[config.mk]
export PLATFORM = sky130hd
export DESIGN_NAME = uart_cmd_parser_flat
export DESIGN_NICKNAME = d
export VERILOG_FILES = /design/src/rtl/uart_cmd_parser_pkg.sv /design/src/rtl/uart_cmd_parser_if.sv /design/src/rtl/uart_cmd_parser_byte_strobe.sv /design/src/rtl/uart_cmd_parser.sv /design/src/flat_wrapper.sv
export SDC_FILE = /design/constraint.sdc
export NUM_CORES = 1
export LEC_CHECK = 0
export CORE_AREA = 2 2 100 102
export DETAILED_ROUTE_END_ITERATION = 6
export DIE_AREA = 0 0 102 104
export PLACE_DENSITY = 0.63
export REMOVE_ABC_BUFFERS = 1
export SETUP_SLACK_MARGIN = 0.4
export SLEW_MARGIN = 20
export SYNTH_ARGS = -nofsm -noshare
export SYNTH_HDL_FRONTEND = slang
export SYNTH_SLANG_ARGS = --single-unit
[constraint.sdc]
create_clock -name clk -period 2.4 [get_ports clk]
set_input_delay 0.36 -clock clk [delete_from_list [all_inputs] [get_ports clk]]
set_output_delay 0.36 -clock clk [all_outputs]
set_load 0.01 [all_outputs]
[src/rtl/uart_cmd_parser_pkg.sv]
// Shared types and constants for the UART command-frame parser.
// Frames are [header, CMD, DATA, CHK]; moves are one-hot codes for the LED stage.
package uart_cmd_pkg;

    typedef enum logic [1:0] {
        ST_IDLE = 2'd0,
        ST_CMD  = 2'd1,
        ST_DATA = 2'd2,
        ST_CHK  = 2'd3
    } state_t;

    localparam logic [7:0] CMD_MOVE = 8'h01;
    localparam logic [7:0] CMD_CLR  = 8'h02;

    localparam logic [2:0] MOVE_NONE     = 3'b000;
    localparam logic [2:0] MOVE_ROCK     = 3'b001;
    localparam logic [2:0] MOVE_PAPER    = 3'b010;
    localparam logic [2:0] MOVE_SCISSORS = 3'b100;

    // Data values outside 1..3 keep whatever move was already shown.
    function automatic logic [2:0] move_code(input logic [7:0] data, input logic [2:0] cur);
        case (data)
            8'd1:    move_code = MOVE_ROCK;
            8'd2:    move_code = MOVE_PAPER;
            8'd3:    move_code = MOVE_SCISSORS;
            default: move_code = cur;
        endcase
    endfunction

endpackage

[src/rtl/uart_cmd_parser_if.sv]
// Byte-stream input and frame/error outputs of the command parser.
// master = byte source (UART side / bench), slave = the parser.
interface uart_cmd_parser_if;

    logic [7:0] rx_data;
    logic       rx_int;
    logic       frame_valid;
    logic [7:0] frame_cmd;
    logic [7:0] frame_data;
    logic [2:0] move_onehot;
    logic       err_chk;
    logic       err_timeout;
    logic [7:0] err_cnt;

    modport master (
        output rx_data, rx_int,
        input  frame_valid, frame_cmd, frame_data, move_onehot,
        input  err_chk, err_timeout, err_cnt
    );

    modport slave (
        input  rx_data, rx_int,
        output frame_valid, frame_cmd, frame_data, move_onehot,
        output err_chk, err_timeout, err_cnt
    );

endinterface

[src/rtl/uart_cmd_parser_byte_strobe.sv]
// Turns the receiver busy flag into a one-cycle strobe on its falling edge,
// which is the cycle in which rx_data holds the completed byte.
module uart_byte_strobe (
    input  logic clk,
    input  logic rst,
    input  logic rx_int,
    output logic byte_stb
);

    logic rx_int_d;

    always_ff @(posedge clk or posedge rst) begin
        if (rst) begin
            rx_int_d <= 1'b0;
        end else begin
            rx_int_d <= rx_int;
        end
    end

    assign byte_stb = rx_int_d & ~rx_int;

endmodule

[src/rtl/uart_cmd_parser.sv]
// Parses [HDR, CMD, DATA, CHK] frames from the UART byte stream, publishes good
// frames and the current game move, and flags/counts checksum and stall errors.
module uart_cmd_parser
    import uart_cmd_pkg::*;
#(
    parameter logic [7:0] HDR_BYTE    = 8'hAA,
    parameter logic [7:0] CHK_SEED    = 8'h55,
    parameter int          TIMEOUT_CYC = 78125,
    parameter int          CNT_W       = 17
) (
    input logic              clk,
    input logic              rst,
    uart_cmd_parser_if.slave bus
);

    localparam logic [CNT_W-1:0] CNT_LAST = CNT_W'(TIMEOUT_CYC - 1);

    logic             byte_stb;
    state_t           state;
    state_t           state_nxt;
    logic [CNT_W-1:0] cnt;
    logic [7:0]       cmd_r;
    logic [7:0]       data_r;
    logic             good_frame;
    logic             bad_chk;
    logic             timeout_hit;

    logic             frame_valid_r;
    logic [7:0]       frame_cmd_r;
    logic [7:0]       frame_data_r;
    logic [2:0]       move_r;
    logic             err_chk_r;
    logic             err_timeout_r;
    logic [7:0]       err_cnt_r;

    uart_byte_strobe u_byte_strobe (
        .clk      (clk),
        .rst      (rst),
        .rx_int   (bus.rx_int),
        .byte_stb (byte_stb)
    );

    always_ff @(posedge clk or posedge rst) begin
        if (rst) begin
            state <= ST_IDLE;
        end else begin
            state <= state_nxt;
        end
    end

    // A byte arriving on the last allowed cycle beats the timeout.
    always_comb begin
        state_nxt   = state;
        good_frame  = 1'b0;
        bad_chk     = 1'b0;
        timeout_hit = (state != ST_IDLE) && !byte_stb && (cnt == CNT_LAST);
        case (state)
            ST_IDLE: if (byte_stb && bus.rx_data == HDR_BYTE) state_nxt = ST_CMD;
            ST_CMD:  if (byte_stb) state_nxt = ST_DATA;
            ST_DATA: if (byte_stb) state_nxt = ST_CHK;
            ST_CHK: begin
                if (byte_stb) begin
                    state_nxt = ST_IDLE;
                    if (bus.rx_data == (cmd_r ^ data_r ^ CHK_SEED)) begin
                        good_frame = 1'b1;
                    end else begin
                        bad_chk = 1'b1;
                    end
                end
            end
            default: state_nxt = ST_IDLE;
        endcase
        if (timeout_hit) begin
            state_nxt = ST_IDLE;
        end
    end

    always_ff @(posedge clk or posedge rst) begin
        if (rst) begin
            cnt <= '0;
        end else if (state == ST_IDLE || byte_stb || timeout_hit) begin
            cnt <= '0;
        end else begin
            cnt <= cnt + 1'b1;
        end
    end

    always_ff @(posedge clk or posedge rst) begin
        if (rst) begin
            cmd_r         <= 8'h00;
            data_r        <= 8'h00;
            frame_valid_r <= 1'b0;
            frame_cmd_r   <= 8'h00;
            frame_data_r  <= 8'h00;
            move_r        <= MOVE_NONE;
            err_chk_r     <= 1'b0;
            err_timeout_r <= 1'b0;
            err_cnt_r     <= 8'h00;
        end else begin
            if (state == ST_CMD && byte_stb) cmd_r <= bus.rx_data;
            if (state == ST_DATA && byte_stb) data_r <= bus.rx_data;
            frame_valid_r <= good_frame;
            err_chk_r     <= bad_chk;
            err_timeout_r <= timeout_hit;
            if (good_frame) begin
                frame_cmd_r  <= cmd_r;
                frame_data_r <= data_r;
                if (cmd_r == CMD_MOVE) begin
                    move_r <= move_code(data_r, move_r);
                end else if (cmd_r == CMD_CLR) begin
                    move_r <= MOVE_NONE;
                end
            end
            if ((bad_chk || timeout_hit) && err_cnt_r != 8'hFF) begin
                err_cnt_r <= err_cnt_r + 8'd1;
            end
        end
    end

    assign bus.frame_valid = frame_valid_r;
    assign bus.frame_cmd   = frame_cmd_r;
    assign bus.frame_data  = frame_data_r;
    assign bus.move_onehot = move_r;
    assign bus.err_chk     = err_chk_r;
    assign bus.err_timeout = err_timeout_r;
    assign bus.err_cnt     = err_cnt_r;

endmodule
[src/flat_wrapper.sv]
// flat-port wrapper written by rule: the top's interface ports become plain ports
module uart_cmd_parser_flat import uart_cmd_pkg::*;
#(
    parameter logic [7:0] HDR_BYTE    = 8'hAA,
    parameter logic [7:0] CHK_SEED    = 8'h55,
    parameter int          TIMEOUT_CYC = 78125,
    parameter int          CNT_W       = 17
)
  (clk, rst, bus_rx_data, bus_rx_int, bus_frame_valid, bus_frame_cmd, bus_frame_data, bus_move_onehot, bus_err_chk, bus_err_timeout, bus_err_cnt);
  uart_cmd_parser_if bus_i ();
  input logic clk;
  input logic rst;
  input wire logic [$bits(bus_i.rx_data)-1:0] bus_rx_data;
  input wire logic [$bits(bus_i.rx_int)-1:0] bus_rx_int;
  output wire logic [$bits(bus_i.frame_valid)-1:0] bus_frame_valid;
  output wire logic [$bits(bus_i.frame_cmd)-1:0] bus_frame_cmd;
  output wire logic [$bits(bus_i.frame_data)-1:0] bus_frame_data;
  output wire logic [$bits(bus_i.move_onehot)-1:0] bus_move_onehot;
  output wire logic [$bits(bus_i.err_chk)-1:0] bus_err_chk;
  output wire logic [$bits(bus_i.err_timeout)-1:0] bus_err_timeout;
  output wire logic [$bits(bus_i.err_cnt)-1:0] bus_err_cnt;
  assign bus_i.rx_data = bus_rx_data;
  assign bus_i.rx_int = bus_rx_int;
  assign bus_frame_valid = bus_i.frame_valid;
  assign bus_frame_cmd = bus_i.frame_cmd;
  assign bus_frame_data = bus_i.frame_data;
  assign bus_move_onehot = bus_i.move_onehot;
  assign bus_err_chk = bus_i.err_chk;
  assign bus_err_timeout = bus_i.err_timeout;
  assign bus_err_cnt = bus_i.err_cnt;
  uart_cmd_parser #(.HDR_BYTE(HDR_BYTE), .CHK_SEED(CHK_SEED), .TIMEOUT_CYC(TIMEOUT_CYC), .CNT_W(CNT_W)) u_core (.clk(clk), .rst(rst), .bus(bus_i));
endmodule
---- Word-level counts from Yosys, hierarchy flattened ----
Cells that the tools add are included.
cells by class
  add/sub/neg operators ................... 2
  equal/unequal tests ..................... 17
  muxes and demuxes ....................... 16
  bitwise gates (word level) .............. 4
  reduce and logical (&&, ||, !) cells .... 15
operators by type and width
  operator               number
  $eq 8x2->1 const B     3
  $add 17x1->17 const B  1
  $eq 17x17->1 const B   1
  $mux 17                1
  $eq 8x1->1 const B     2
  $ne 3x1->1 const B     4
  $mux 2                 5
  $pmux 3 s3             1
  $add 8x1->8 const B    1
  $eq 8x8->1             1
  $eq 8x8->1 const B     1
  $ne 8x8->1 const B     1
  $pmux 2 s4             1
  $xor 8x8->8            1
  $logic_and 1x1->1      6
  $mux 1                 6
  $mux 3                 2
  $eq 2x2->1 const B     2
  $ne 4x4->1 const B     1
  $not 4->4              1
  $reduce_and 4->1       1
  $reduce_bool 2->1      2
  $logic_or 1x1->1       3
  $reduce_and 3->1       1
  other kinds (5)        5
word-level totals
  register bits after elaboration ......... 66
  input port bits ......................... 11
  output and inout port bits .............. 30
  logic and storage cells ................. 66

---- Depth between registers and ports, before layout ----
Gate-level depths: netlist (run 1).
  depth in word-level cells ............... 8
  gate-level depth with buffers ........... 8
  depth with buffers taken out ............ 7

---- By module ----
Synthesis (run 1) repeated with hierarchy kept, for this count alone.
second synthesis, totals
  cell total of the unflattened synthesis .. 260
  area, all modules ....................... 3,228.1 µm²
modules (own cells, without submodules)
  module            instances  cells an instance  area an instance (µm²)  seq. area each (µm²)
  uart_cmd_parser   1          257                3,185.6                 1,626.6
  uart_byte_strobe  1          3                  42.5                    25.0

---- Least setup slack after synthesis (run 1) ----
Ideal clock, no wire load.
  kind .................................... reg2reg
  start ................................... register u_core.data_r[6]
  end ..................................... register u_core.frame_cmd_r[0], in the netlist u_core.bus.frame_cmd[0]
  library setup time ...................... 0.125 ns
  data arrival time ....................... 1.999 ns
  required time ........................... 2.275 ns
  setup slack ............................. 0.276 ns
  stages on the path, launching flop included .. 6
  buffers on the path ..................... 1
  period minus slack after synthesis ...... 2.124 ns
  cells stage by stage .................... dfrtp_1 -> xnor3_1 -> or4_4 -> nor3_4 -> buf_6 -> mux2_2
on the way
  word-level cells in the longest chain between the ends .. 6
ends and longest elaborated chain
  element                 RTL line                text
  from (decl)             uart_cmd_parser.sv:23   logic [7:0] data_r;
  from (signal assigned)  uart_cmd_parser.sv:101  if (state == ST_DATA && byte_stb) data_r <= bus.rx_data;
  $xor 8x8->8             uart_cmd_parser.sv:64   if (bus.rx_data == (cmd_r ^ data_r ^ CHK_SEED)) begin
  $not 4->4 (no line)     -
  $eq 8x8->1              uart_cmd_parser.sv:64
  $mux 1                  uart_cmd_parser.sv:64
  $mux 1                  uart_cmd_parser.sv:62   if (byte_stb) begin
  $mux 1                  uart_cmd_parser.sv:57   case (state)
  to (signal assigned)    uart_cmd_parser.sv:106  frame_cmd_r <= cmd_r;
  to (decl)               uart_cmd_parser.sv:29   logic [7:0] frame_cmd_r;
No other way between the ends.
A chain may end at the register's enable or synchronous reset.

---- Final worst setup path (run 1) ----
  start ................................... register u_core.cmd_r[6]
  end ..................................... register u_core.frame_data_r[2], in the netlist u_core.bus.frame_data[2]
on the way
  word-level cells in the longest chain between the ends .. 6
ends and longest elaborated chain
  element                 RTL line                text
  from (decl)             uart_cmd_parser.sv:22   logic [7:0] cmd_r;
  from (signal assigned)  uart_cmd_parser.sv:100  if (state == ST_CMD && byte_stb) cmd_r <= bus.rx_data;
  $xor 8x8->8             uart_cmd_parser.sv:64
  $not 4->4 (no line)     -
  $eq 8x8->1              uart_cmd_parser.sv:64
  $mux 1                  uart_cmd_parser.sv:64
  $mux 1                  uart_cmd_parser.sv:62
  $mux 1                  uart_cmd_parser.sv:57
  to (signal assigned)    uart_cmd_parser.sv:107  frame_data_r <= data_r;
  to (decl)               uart_cmd_parser.sv:30   logic [7:0] frame_data_r;
No other way between the ends.

==> results of run 1 <==
-- power by group through the flow --
stage | combinational [W] | sequential, W | clock (W)
5_1_grt | 0.00148 | 0.00162 | 0.00120
2_1_floorplan | 0.000876 | 0.00156 | 0
6_report | 0.00136 | 0.00159 | 0.00114
3_5_place_dp | 0.00122 | 0.00161 | 0
4_1_cts | 0.00131 | 0.00158 | 0.00115
3_3_place_gp | 0.00120 | 0.00162 | 0
-- worst paths after layout --
| kind | startpoint | to |
|---|---|---|
| setup / recovery | u_core.cmd_r[6] | u_core.bus.frame_data[2] |
| hold / removal | bus_rx_data[6] | u_core.cmd_r[6] |
| setup reg to reg | u_core.cmd_r[6] | u_core.bus.frame_data[2] |
| hold reg to reg | u_core.bus.frame_cmd[7] | u_core.bus.frame_cmd[7] |
| max in group asynchronous | rst | u_core.cnt[3] |
| min in group asynchronous | rst | u_core.bus.frame_cmd[7] |
-- sequential cells by signal, summed over array words and instances, names as in the netlist --
| signal | flops |
|---|---|
| u_core.u_byte_strobe.rx_int_d | 1 |
| u_core.bus.err_chk | 1 |
| u_core.bus.frame_data | 8 |
| u_core.bus.frame_cmd | 8 |
| u_core.state | 2 |
| u_core.data_r | 8 |
| u_core.cmd_r | 8 |
| u_core.cnt | 17 |
| u_core.bus.move_onehot | 3 |
| u_core.bus.err_cnt | 8 |
| u_core.bus.err_timeout | 1 |
| u_core.bus.frame_valid | 1 |
-- through the flow --
| stage | hold slack, ns | std cells | power, W | setup WS (ns) |
|---|---|---|---|---|
| floorplan | 0.3914 | 257 | 0.002441 | -0.01245 |
| global placement | 0.4777 | 449 | 0.002813 | -0.08190 |
| detailed placement | 0.4895 | 449 | 0.002836 | -0.1279 |
| CTS | 0.4998 | 472 | 0.004046 | 0.2199 |
| global route | 0.4433 | 483 | 0.004302 | 0.1077 |
| finish | 0.4401 | 483 | 0.004084 | 0.1472 |
-- cell type report --
| cell class | instances | area, um2 | area share, % |
|---|---|---|---|
| multi-input cells | 181 | 1662 | 36.64 |
| flip-flops and latches | 66 | 1653 | 36.45 |
| repair buffers | 78 | 775.7 | 17.11 |
| well taps | 133 | 166.4 | 3.670 |
| clock buffers | 10 | 137.6 | 3.035 |
| clock inverters | 5 | 102.6 | 2.263 |
| inverters | 10 | 37.54 | 0.8278 |
-- worst register-to-register path, delay by kind of cell (launching register included) --
family | cells | cell delay [ns]
XOR/XNOR | 1 | 0.34
buffers and inverters | 2 | 0.30
flip-flops | 1 | 0.41
multiplexers | 1 | 0.32
AND/OR/NAND/NOR | 2 | 0.78
-- routing by layer --
layer	global-route usage [%]	part of all wire [%]
met5	0	0
met4	5.048	2.5
met3	3.495	3.3
met2	21.52	49
met1	17.07	46
-- logic make-up after synthesis --
family                     synth area share [%]
AOI/OAI and AO/OA                         4.521
buffers and inverters                     2.184
and+or+nand+nor                           16.40
DFF                                       50.57
muxes                                     12.30
adders and majority gates                 3.065
xor gates and xnor gates                  10.96
-- repair_timing --
action,4_1_cts,5_1_grt
pin swaps,6,7
buffers inserted,8,8
resized for setup,11,24
endpoints found under the setup margin,27,44
hold buffers,0,0
gates cloned,0,3
-- layout by cell type, fill, tap and decap left out, types with 2 or more instances in the layout --
cell / instances
buf_4: 28
nor3_1: 4
clkbuf_8: 10
xor2_1: 11
ha_1: 8
nand3_1: 18
nand2_1: 10
xnor3_1: 6
nand4_1: 4
clkbuf_16: 2
xnor2_1: 9
nor2b_1: 3
o2bb2ai_2: 2
clkdlybuf4s50_1: 37
mux2i_1: 3
a21oi_2: 2
a211oi_2: 2
or4_4: 2
a21o_1: 3
xor3_1: 2
and3_1: 7
inv_1: 9
nor4bb_1: 2
bufinv_16: 3
dlymetal6s2s_1: 3
mux2_4: 13
buf_12: 2
nor2_1: 26
dfrtp_1: 65
mux2_2: 19
nand4_4: 3
buf_6: 6
and4_1: 2
==> results.md, run 1 <==
- Status: finished clean
- CTS tree: done
- Final setup viols: 0
- Vias in the first global route: about 2300
- Iteration-0 DRC count of the detailed router: 96
- Worst Path Buf+Inv: 2
- Initial Utilization: between 30% and 40%
- Max Slew Vio Count: 0
- Maximum root-to-sink buffer count: 2
- Hold Crit Class: input port to register
- Total net switching power: roughly 0.0012 W
- FILL cells: 866
- Clock Latency Late Sink: roughly 0.34 ns
- Mapped Avg Cell Area: 12.46 um2
- Clock share of power: approximately 28%
- Die ar.: 10610 um2
- Unique cell type count in the Yosys netlist: 45
- Most common library cells after synthesis: dfrtp_1 (66), mux2_2 (30), nor2_1 (26)
- Layout cells sized above 1: between 30% and 40%
- Synth top area share: 50.57%
- Setup TNS: 0 ns
- Drt first pass iters: 4
- P per Cell Area: approximately 900 nW/um2
- H-tree Lvls: 3
- Post-route clock period utilization: roughly 94%
- CORE AREA: 9549 um2
- Die Width: between 100 and 150 um
- Initial antenna violation count: 0
- Worst Hold Depth: 3
- Gr ovfl total: 0
- Layout Area Growth over Synthesis: 38.85%
- Vias post-DR: approximately 2300
- Clock Skew: around 0.014 ns
- Worst Tran Pin Value: approximately 0.75 ns
- Antenna-violating nets left: 0
- Sequential area share after synthesis: between 50% and 60%
- Leak: between 2 and 2.5 nW
- GP Congestion: slightly below 0.8
- IO Count: 41
- Max cap viols: 0
- Clock-pin slew on the worst setup and hold paths: 0.07 ns
- Clk root buf: clkbuf_8
- Drt drc: 0
- Finished Core Util: 47.48%
- CP top delay family: simple AND/OR/NAND/NOR gates
- DP HPWL: about 4600 um
- Top FF cell, synth: dfrtp_1
- Hold Vio Cnt, Final: 0
- Antenna Cells: 0
- Post-synth ARST share: between 90% and 100%
- Wirelength per Cell: about 15 um
- VDD IR max: between 300 and 400 uV
- Flop2flop setup slack: between 0.1 and 0.15 ns
- Largest net degree at the start of global routing: 35
- Port buffer count: 40
- Flop pwr share: 38.8%
- Clk sinks: 66
- Cell Rows: 36
- Slowest cell on crit path: or4_4
- Total CTS buffers: 9
- YS warnings: 0
- Syn Std Cell Area: approximately 3300 um2
- Worst path arrival time: approximately 2.5 ns
- Leading post-synthesis cells by cell area: dfrtp_1 (51%), mux2_2 (10%), xnor3_1 (4.1%), ha_1 (3.1%), nor2_1 (3.0%)
- Die height: approximately 100 um
- Pint: 0.002857 W
- Tmin final: around 2.3 ns
- CP cell instances: xnor3_1, or4_4, nor3_4, buf_4, clkbuf_16, mux2_2
- Crit-path max cell delay: 0.57 ns
- Post-synth EDFFs: 0
- Comb power frac: approximately a third
- RSZ-0062 raised after global routing: yes
- Stages on worst setup path: 6
- CP Launch Type: register
- Worst reg2reg path depth: 6
- First-pass GRT wire length: roughly 11000 um
- Tot GR Track Use: between 10% and 20%
- Sw frac: between 30% and 40%
- Most common cell in the netlist: dfrtp_1
- Max-slew headroom: between 50% and 60%
- Design Area, Final: approximately 4500 um2
- Crit end category: register
- Final net count: roughly 370
- Synth area leader: dfrtp_1
- Data required time of the worst path: between 2 and 3 ns
- Crit Path Max Fanout: 5
- Setup CP Type: register to register
- Placed cell areas: about 4000 um2
- Mapped Cells: about 260
- Fmax: approximately 440 MHz
- Final WL: ~7100 um
- Vias per cell: 4.698
- Synth Register Bits: between 60 and 70
Power figures use the tool's default switching activity.
==> inputs of run 2 (changes only) <==
--- a/config.mk
+++ b/config.mk
@@ -6,7 +6,7 @@
 export NUM_CORES = 1
 export LEC_CHECK = 0
-export CORE_AREA = 2 2 100 102
+export CORE_AREA = 2 2 90 113
 export DETAILED_ROUTE_END_ITERATION = 6
-export DIE_AREA = 0 0 102 104
+export DIE_AREA = 0 0 92 115
 export PLACE_DENSITY = 0.63
 export REMOVE_ABC_BUFFERS = 1
==> constraint.sdc (replaced) <==
create_clock -name clk -period 2.4 [get_ports clk]
set_input_delay 0.48 -clock clk [delete_from_list [all_inputs] [get_ports clk]]
set_output_delay 0.48 -clock clk [all_outputs]
set_load 0.05 [all_outputs]
==> run 2 against run 1 <==
  * Maximum frequency is 6.0% higher
  * Die area decreased by 0.26%
  * Design area is 4.0% lower
  * Wire length shrank 6.1%
  * Worst hold slack gained 0.0025 ns
  * Critical path type unchanged
  * Highest routed layer unchanged
==> results.md, run 2 (same netlist as run 1, synthesis figures left out) <==
- Drt drc: 0 (unchanged)
- First-pass GRT wire length: 11270 um (+0.49%)
- Largest net degree at the start of global routing: 67 (+91%)
- Crit Reg-Reg Endpoint: u_core.bus.err_cnt[3]
- Most common cell on crit path: buf_6
- GP Congestion: 0.7782 (+1.3%)
- Final WL: 6627 um (-6.1%)
- Largest reg by FF count: u_core.cnt
- Gr ovfl total: 0 (unchanged)
- CTS hold repair buffers: 0 (unchanged)
- Min-delay src: bus_rx_data[5]
- Fmax: 470.4 MHz (+6.0%)
- CP Launch Type: register
- Worst path arrival time: 2.33 ns (-0.15 ns)
- Iteration-0 DRC count of the detailed router: 62 (-35%)
- Initial antenna violation count: 0 (unchanged)
- Uppermost layer routed: met4
- Total CTS buffers: 9 (unchanged)
- Clk root buf: clkbuf_16
- Slowest cell on crit path: or4_4
- Clk sinks: 66 (unchanged)
- Met3 wire len: 240 um (+3.0%)
- WHS Endpoint: u_core.data_r[5]
- Worst Hold Depth: 2 (-1)
- Flop2flop setup slack: 0.27 ns (+0.13 ns)
- IO Count: 41 (unchanged)
- Crit end category: register
- Max FFs per register: 17 (unchanged)
- Met2 wire len: 3488 um (+1.8%)
- Setup TNS: 0 ns (unchanged)
- Max cap viols: 0 (unchanged)
- Hold Crit Class: input port to register
- Wire length on met1: 2746 um (-15%)
- Setup CP Type: register to register
- Vias post-DR: 2217 (-2.3%)
- Crit-path max cell delay: 0.55 ns (-0.02 ns)
- Layout cells sized above 1: 26.76% (-3.8 points)
- Most common cell after layout, fill and taps aside: dfrtp_1
- CORE AREA: 9509 um2 (-0.42%)
- Multi-input gate area: 1587 um2 (-4.5%)
- FILL cells: 869 (+0.35%)
- Port buffer count: 40 (unchanged)
- VDD IR max: 460.3 uV (+34%)
- Vias in the first global route: 2384 (+5.2%)
- CTS tree: done
- Drt first pass iters: 4 (unchanged)
- RSZ-0062 raised after global routing: yes
- Max-slew headroom: 65.78% (+16 points)
- Initial Utilization: 34.34% (+0.14 points)
- Reg area: 1652 um2 (about the same)
- Commonest non-fill, non-tap cells in the layout: dfrtp_1 (66), mux2_2 (30), nor2_1 (26)
- Final setup viols: 0 (unchanged)
- Layout Area Growth over Synthesis: 33.29%
- Crit Path Max Fanout: 7 (+2)
- Worst Tran Pin Value: 0.5125 ns (-0.2346 ns)
- Status: finished clean
- Antenna-violating nets left: 0 (unchanged)
- Post-route clock period utilization: 88.59% (-5.3 points)
- Tmin final: 2.126 ns (-0.1267 ns)
- Antenna Cells: 0 (unchanged)
- Finished Core Util: 45.78% (-1.7 points)
- Cell Rows: 40 (+11%)
- Clock-pin slew on the worst setup and hold paths: 0.05 ns (-0.02 ns)
- Vias per cell: 4.758 (+1.3%)
- Hold Vio Cnt, Final: 0 (unchanged)
- Tot GR Track Use: 13.71% (+0.36 points)
- Max Slew Vio Count: 0 (unchanged)
- Wirelength per Cell: 14.22 um (-2.7%)
- Die Width: 92 um (-9.8%)
- Leak: 2.243 nW (+5.9%)
- Worst reg2reg path depth: 7 (+1)
- P per Cell Area: 971.5 nW/um2 (+7.9%)
- Clock Skew: 0.004732 ns (-0.009763 ns)
- Maximum root-to-sink buffer count: 2 (unchanged)
- Reg-to-Reg Start: u_core.cmd_r[5]
- Clock Latency Late Sink: 0.33 ns (about the same)
- Die ar.: 10580 um2 (-0.26%)
- Die height: 115 um (+11%)
- Tot Pwr: 0.004229 W (+3.5%)
- Final hold slack: 0.4426 ns (+0.002479 ns)
- DP HPWL: 4621 um (+1.1%)
- CP cell instances: xor3_1, or4_4, buf_6, o21bai_4, buf_6, a21oi_1, xor2_1
- Final net count: 354 (-3.0%)
- Data required time of the worst path: 2.61 ns (-0.02 ns)
- H-tree Lvls: 3 (unchanged)
run 2: how the worst max path moves through the flow:
stage | from | endpoint | slack [ns] | cells past startpoint
after CTS | u_core.cmd_r[5] | u_core.bus.frame_data[1] | 0.27 | 5
after global routing | u_core.data_r[6] | u_core.bus.err_cnt[3] | 0.19 | 7
after detailed placement | bus_rx_data[2] | u_core.bus.err_cnt[4] | -0.26 | 8
after global placement | bus_rx_data[6] | u_core.bus.frame_cmd[4] | -0.21 | 6
after floorplan | u_core.data_r[6] | u_core.bus.frame_cmd[0] | -0.01 | 4
final | u_core.cmd_r[5] | u_core.bus.err_cnt[3] | 0.27 | 7
run 2: power by group:
group / internal (W) / total, W / leakage (nW) / switching, W
clock: 0.000720 / 0.00119 / 0.131 / 0.000465
combinational: 0.000780 / 0.00147 / 1.24 / 0.000692
sequential: 0.00134 / 0.00157 / 0.871 / 0.000233
total: 0.00284 / 0.00423 / 2.24 / 0.00139
run 2: area by class of cell:
cell class / instances / share of cell area [%]
flip-flops and latches: 66 / 37.94
multi-input cells: 181 / 36.45
repair buffers: 67 / 14.86
clock buffers: 11 / 5.576
well taps: 126 / 3.622
inverters: 10 / 0.8623
clock inverters: 5 / 0.6899
run 2: worst max-delay path, delay by kind of cell (launching register included):
family                    cells  cell delay, ns
and+or+nand+nor               1            0.55
xor gates and xnor gates      2            0.51
DFF                           1            0.39
buffers and inverters         2            0.30
AOI/OAI and AO/OA             2            0.25
run 2: what timing repair did:
| action | CTS | global route |
|---|---|---|
| gates cloned | 0 | 0 |
| setup buffers | 7 | 1 |
| endpoints found under the setup margin | 35 | 54 |
| pin swaps | 6 | 2 |
| resized for setup | 25 | 12 |
run 2: layer usage:
layer,global-route usage [%],vias up
met5,0,-
met4,6.766,0
met3,3.866,14
met2,24.07,43
met1,15.33,1084
li1,-,1076
run 2: through the flow:
step / worst slack (ns) / cells / cell area, um2
floorplan: -0.01245 / 257 / 3232
global placement: -0.2083 / 442 / 3958
detailed placement: -0.2587 / 442 / 3958
CTS: 0.2694 / 465 / 4315
global route: 0.1877 / 466 / 4353
finish: 0.2739 / 466 / 4353
==> inputs of run 3 (changes only) <==
==> constraint.sdc (replaced) <==
create_clock -name clk -period 2.33 [get_ports clk]
set_input_delay 0.466 -clock clk [delete_from_list [all_inputs] [get_ports clk]]
set_output_delay 0.466 -clock clk [all_outputs]
set_load 0.01 [all_outputs]
==> run 3 against run 2 <==
  * Clock power is 40% higher
  * Wire length increased by 9.6%
  * Global-route usage up 0.76 points
  * Register-to-register slack got worse by 0.14 ns
  * Sequential share of layout area down 2.5 points
  * Maximum frequency down 3.2%
  * Worst setup slack got worse by 0.14 ns
  * Sequential power is essentially flat
  * Combinational power barely moved
  * Critical endpoint is now u_core.bus.frame_cmd[5]
  * Highest routed layer unchanged
==> results.md, run 3 (same netlist as run 1, synthesis figures left out) <==
- Final net count: 368 (+4.0%)
- Reg-to-Reg Start: u_core.data_r[5]
- CP cell instances: xor3_1, or4_4, nor3_4, buf_6, clkbuf_16, mux2_4
- Antenna Cells: 0 (unchanged)
- Setup TNS: 0 ns (unchanged)
- Pint: 0.003411 W (+20%)
- Final setup viols: 0 (unchanged)
- Slowest cell on crit path: or4_4
- Largest net degree at the start of global routing: 67 (unchanged)
- Port buffer count: 40 (unchanged)
- Setup CP Type: register to register
- Largest reg by FF count: u_core.cnt
- Tot GR Track Use: 14.48% (+0.76 points)
- Final hold slack: 0.4524 ns (+0.009809 ns)
- Die Width: 92 um (unchanged)
- Data required time of the worst path: 2.54 ns (-0.07 ns)
- Cell Rows: 40 (unchanged)
- CORE AREA: 9509 um2 (unchanged)
- Initial antenna violation count: 0 (unchanged)
- Crit Path Max Fanout: 5 (-2)
- Crit Reg-Reg Endpoint: u_core.bus.frame_cmd[5]
- CP top delay family: simple AND/OR/NAND/NOR gates
- WHS Endpoint: u_core.cmd_r[5]
- Drt first pass iters: 4 (unchanged)
- Iteration-0 DRC count of the detailed router: 50 (-19%)
- Max-slew headroom: 73.24% (+7.5 points)
- Vias per cell: 4.783 (+0.54%)
- CTS tree: done
- Clock Skew: 0.008811 ns (+0.004079 ns)
- Worst Setup SP: u_core.data_r[5]
- Comb power frac: 31.2% (-3.6 points)
- Vias in the first global route: 2466 (+3.4%)
- Final WL: 7260 um (+9.6%)
- Placed Cells: 447 (+1.1%)
- Flop pwr share: 33.7% (-3.5 points)
- Layout Area Growth over Synthesis: 42.95%
- Maximum root-to-sink buffer count: 2 (unchanged)
- Clk sinks: 66 (unchanged)
- Fmax: 455.1 MHz (-3.2%)
- Most common cell after layout, fill and taps aside: dfrtp_1
- Initial Utilization: 34.34% (unchanged)
- IO Count: 41 (unchanged)
- Leak: 2.164 nW (-3.5%)
- Status: finished clean
- First-pass GRT wire length: 11900 um (+5.5%)
- Antenna-violating nets left: 0 (unchanged)
- Tmin final: 2.197 ns (+0.07109 ns)
- VDD IR max: 511.7 uV (+11%)
- Clk root buf: clkbuf_16
- RSZ-0062 raised after global routing: yes
- Vias post-DR: 2296 (+3.6%)
- H-tree Lvls: 3 (unchanged)
- Min-delay src: bus_rx_data[5]
- Drt drc: 0 (unchanged)
- GP Congestion: 0.8223 (+5.7%)
- Sw frac: 28.35% (-4.5 points)
- Gr ovfl total: 0 (unchanged)
- P per Cell Area: 1020 nW/um2 (+5.0%)
- Clock share of power: 35.1% (+7.1 points)
- Crit end category: register
- Die ar.: 10580 um2 (unchanged)
- Max Slew Vio Count: 0 (unchanged)
- Total CTS buffers: 9 (unchanged)
- Crit-path max cell delay: 0.56 ns (about the same)
- Worst Hold Depth: 2 (unchanged)
- Worst reg2reg path depth: 6 (-1)
- Clock Latency Late Sink: 0.33 ns (about the same)
- Post-route clock period utilization: 94.30% (+5.7 points)
- Commonest non-fill, non-tap cells in the layout: dfrtp_1 (65), clkdlybuf4s50_1 (36), buf_4 (32)
- Max cap viols: 0 (unchanged)
- Die height: 115 um (unchanged)
- Clock-pin slew on the worst setup and hold paths: 0.06 ns (about the same)
- Worst Tran Pin Value: 0.4004 ns (-0.1121 ns)
- Flop2flop setup slack: 0.13 ns (-0.14 ns)
- Layout cells sized above 1: 31.36% (+4.6 points)
- Worst Path Buf+Inv: 2 (unchanged)
- Worst path arrival time: 2.41 ns (+0.08 ns)
- Cell Count, Final, Fillers Out: 480 (+3.0%)
- Hold Crit Class: input port to register
- Hold Vio Cnt, Final: 0 (unchanged)
- DP HPWL: 4700 um (+1.7%)
- Total net switching power: 0.001349 W (-2.9%)
- Max FFs per register: 17 (unchanged)
- CP Launch Type: register
- Wirelength per Cell: 15.13 um (+6.4%)
## run 3: area by class of cell
cell class	count	area (um2)
fill	852	4841
multi-input combinational	181	1657
sequential	66	1653
timing repair buffer	81	797.0
clock buffer	10	229.0
tap	126	157.7
clock inverter	6	137.6
inverter	10	37.54
## run 3: worst reg2reg max path, stage by stage, from the launching register on
cell and delay, ns:
dfrtp_1 0.35, xor3_1 0.40, or4_4 0.56, nor3_4 0.17, buf_6 0.15, clkbuf_16 0.15, mux2_4 0.30
## run 3: worst max-delay path by stage
stage	to	cells after the start
3_5_place_dp	u_core.bus.frame_cmd[0]	6
6_report	u_core.bus.frame_cmd[5]	6
2_1_floorplan	u_core.bus.frame_cmd[0]	4
4_1_cts	u_core.bus.frame_cmd[3]	6
3_3_place_gp	u_core.bus.frame_data[3]	6
5_1_grt	u_core.bus.frame_cmd[5]	6
## run 3: power by group through the flow
stage,registers (W),clock network [W],logic [W]
global placement,0.00164,0,0.00131
CTS,0.00161,0.00169,0.00143
floorplan,0.00161,0,0.000903
detailed placement,0.00165,0,0.00134
global route,0.00163,0.00176,0.00163
finish,0.00160,0.00167,0.00149
## run 3: metrics by stage
stage / setup WS, ns / area (um2) / power, W / util [%]
after floorplan: -0.08245 / 3232 / 0.002514 / -
after detailed placement: -0.3356 / 3995 / 0.002990 / 42.01
final: 0.1328 / 4668 / 0.004760 / 49.09
after CTS: 0.1099 / 4491 / 0.004737 / 47.22
after global placement: -0.2680 / 3995 / 0.002952 / 42.01
after global routing: 0.08604 / 4668 / 0.005026 / 49.09
## run 3: repair_timing
| item | 4_1_cts | 5_1_grt |
|---|---|---|
| endpoints found under the setup margin | 31 | 32 |
| buffers inserted | 7 | 7 |
| pin swaps | 4 | 9 |
| gates cloned | 1 | 2 |
| gates resized for setup | 15 | 22 |
| hold buffers | 0 | 0 |
| hold endpoints to repair | 0 | 0 |
## run 3: layer usage
metal  vias up  track usage, %  routed length, um  part of all wire [%]
li1       1104               -                  -                     -
met1      1150           16.07               2928                    40
met2        34           26.72               3980                    55
met3         8           3.604                242                   3.3
met4         0           5.473                108                   1.5
met5         -               0                  0                     0
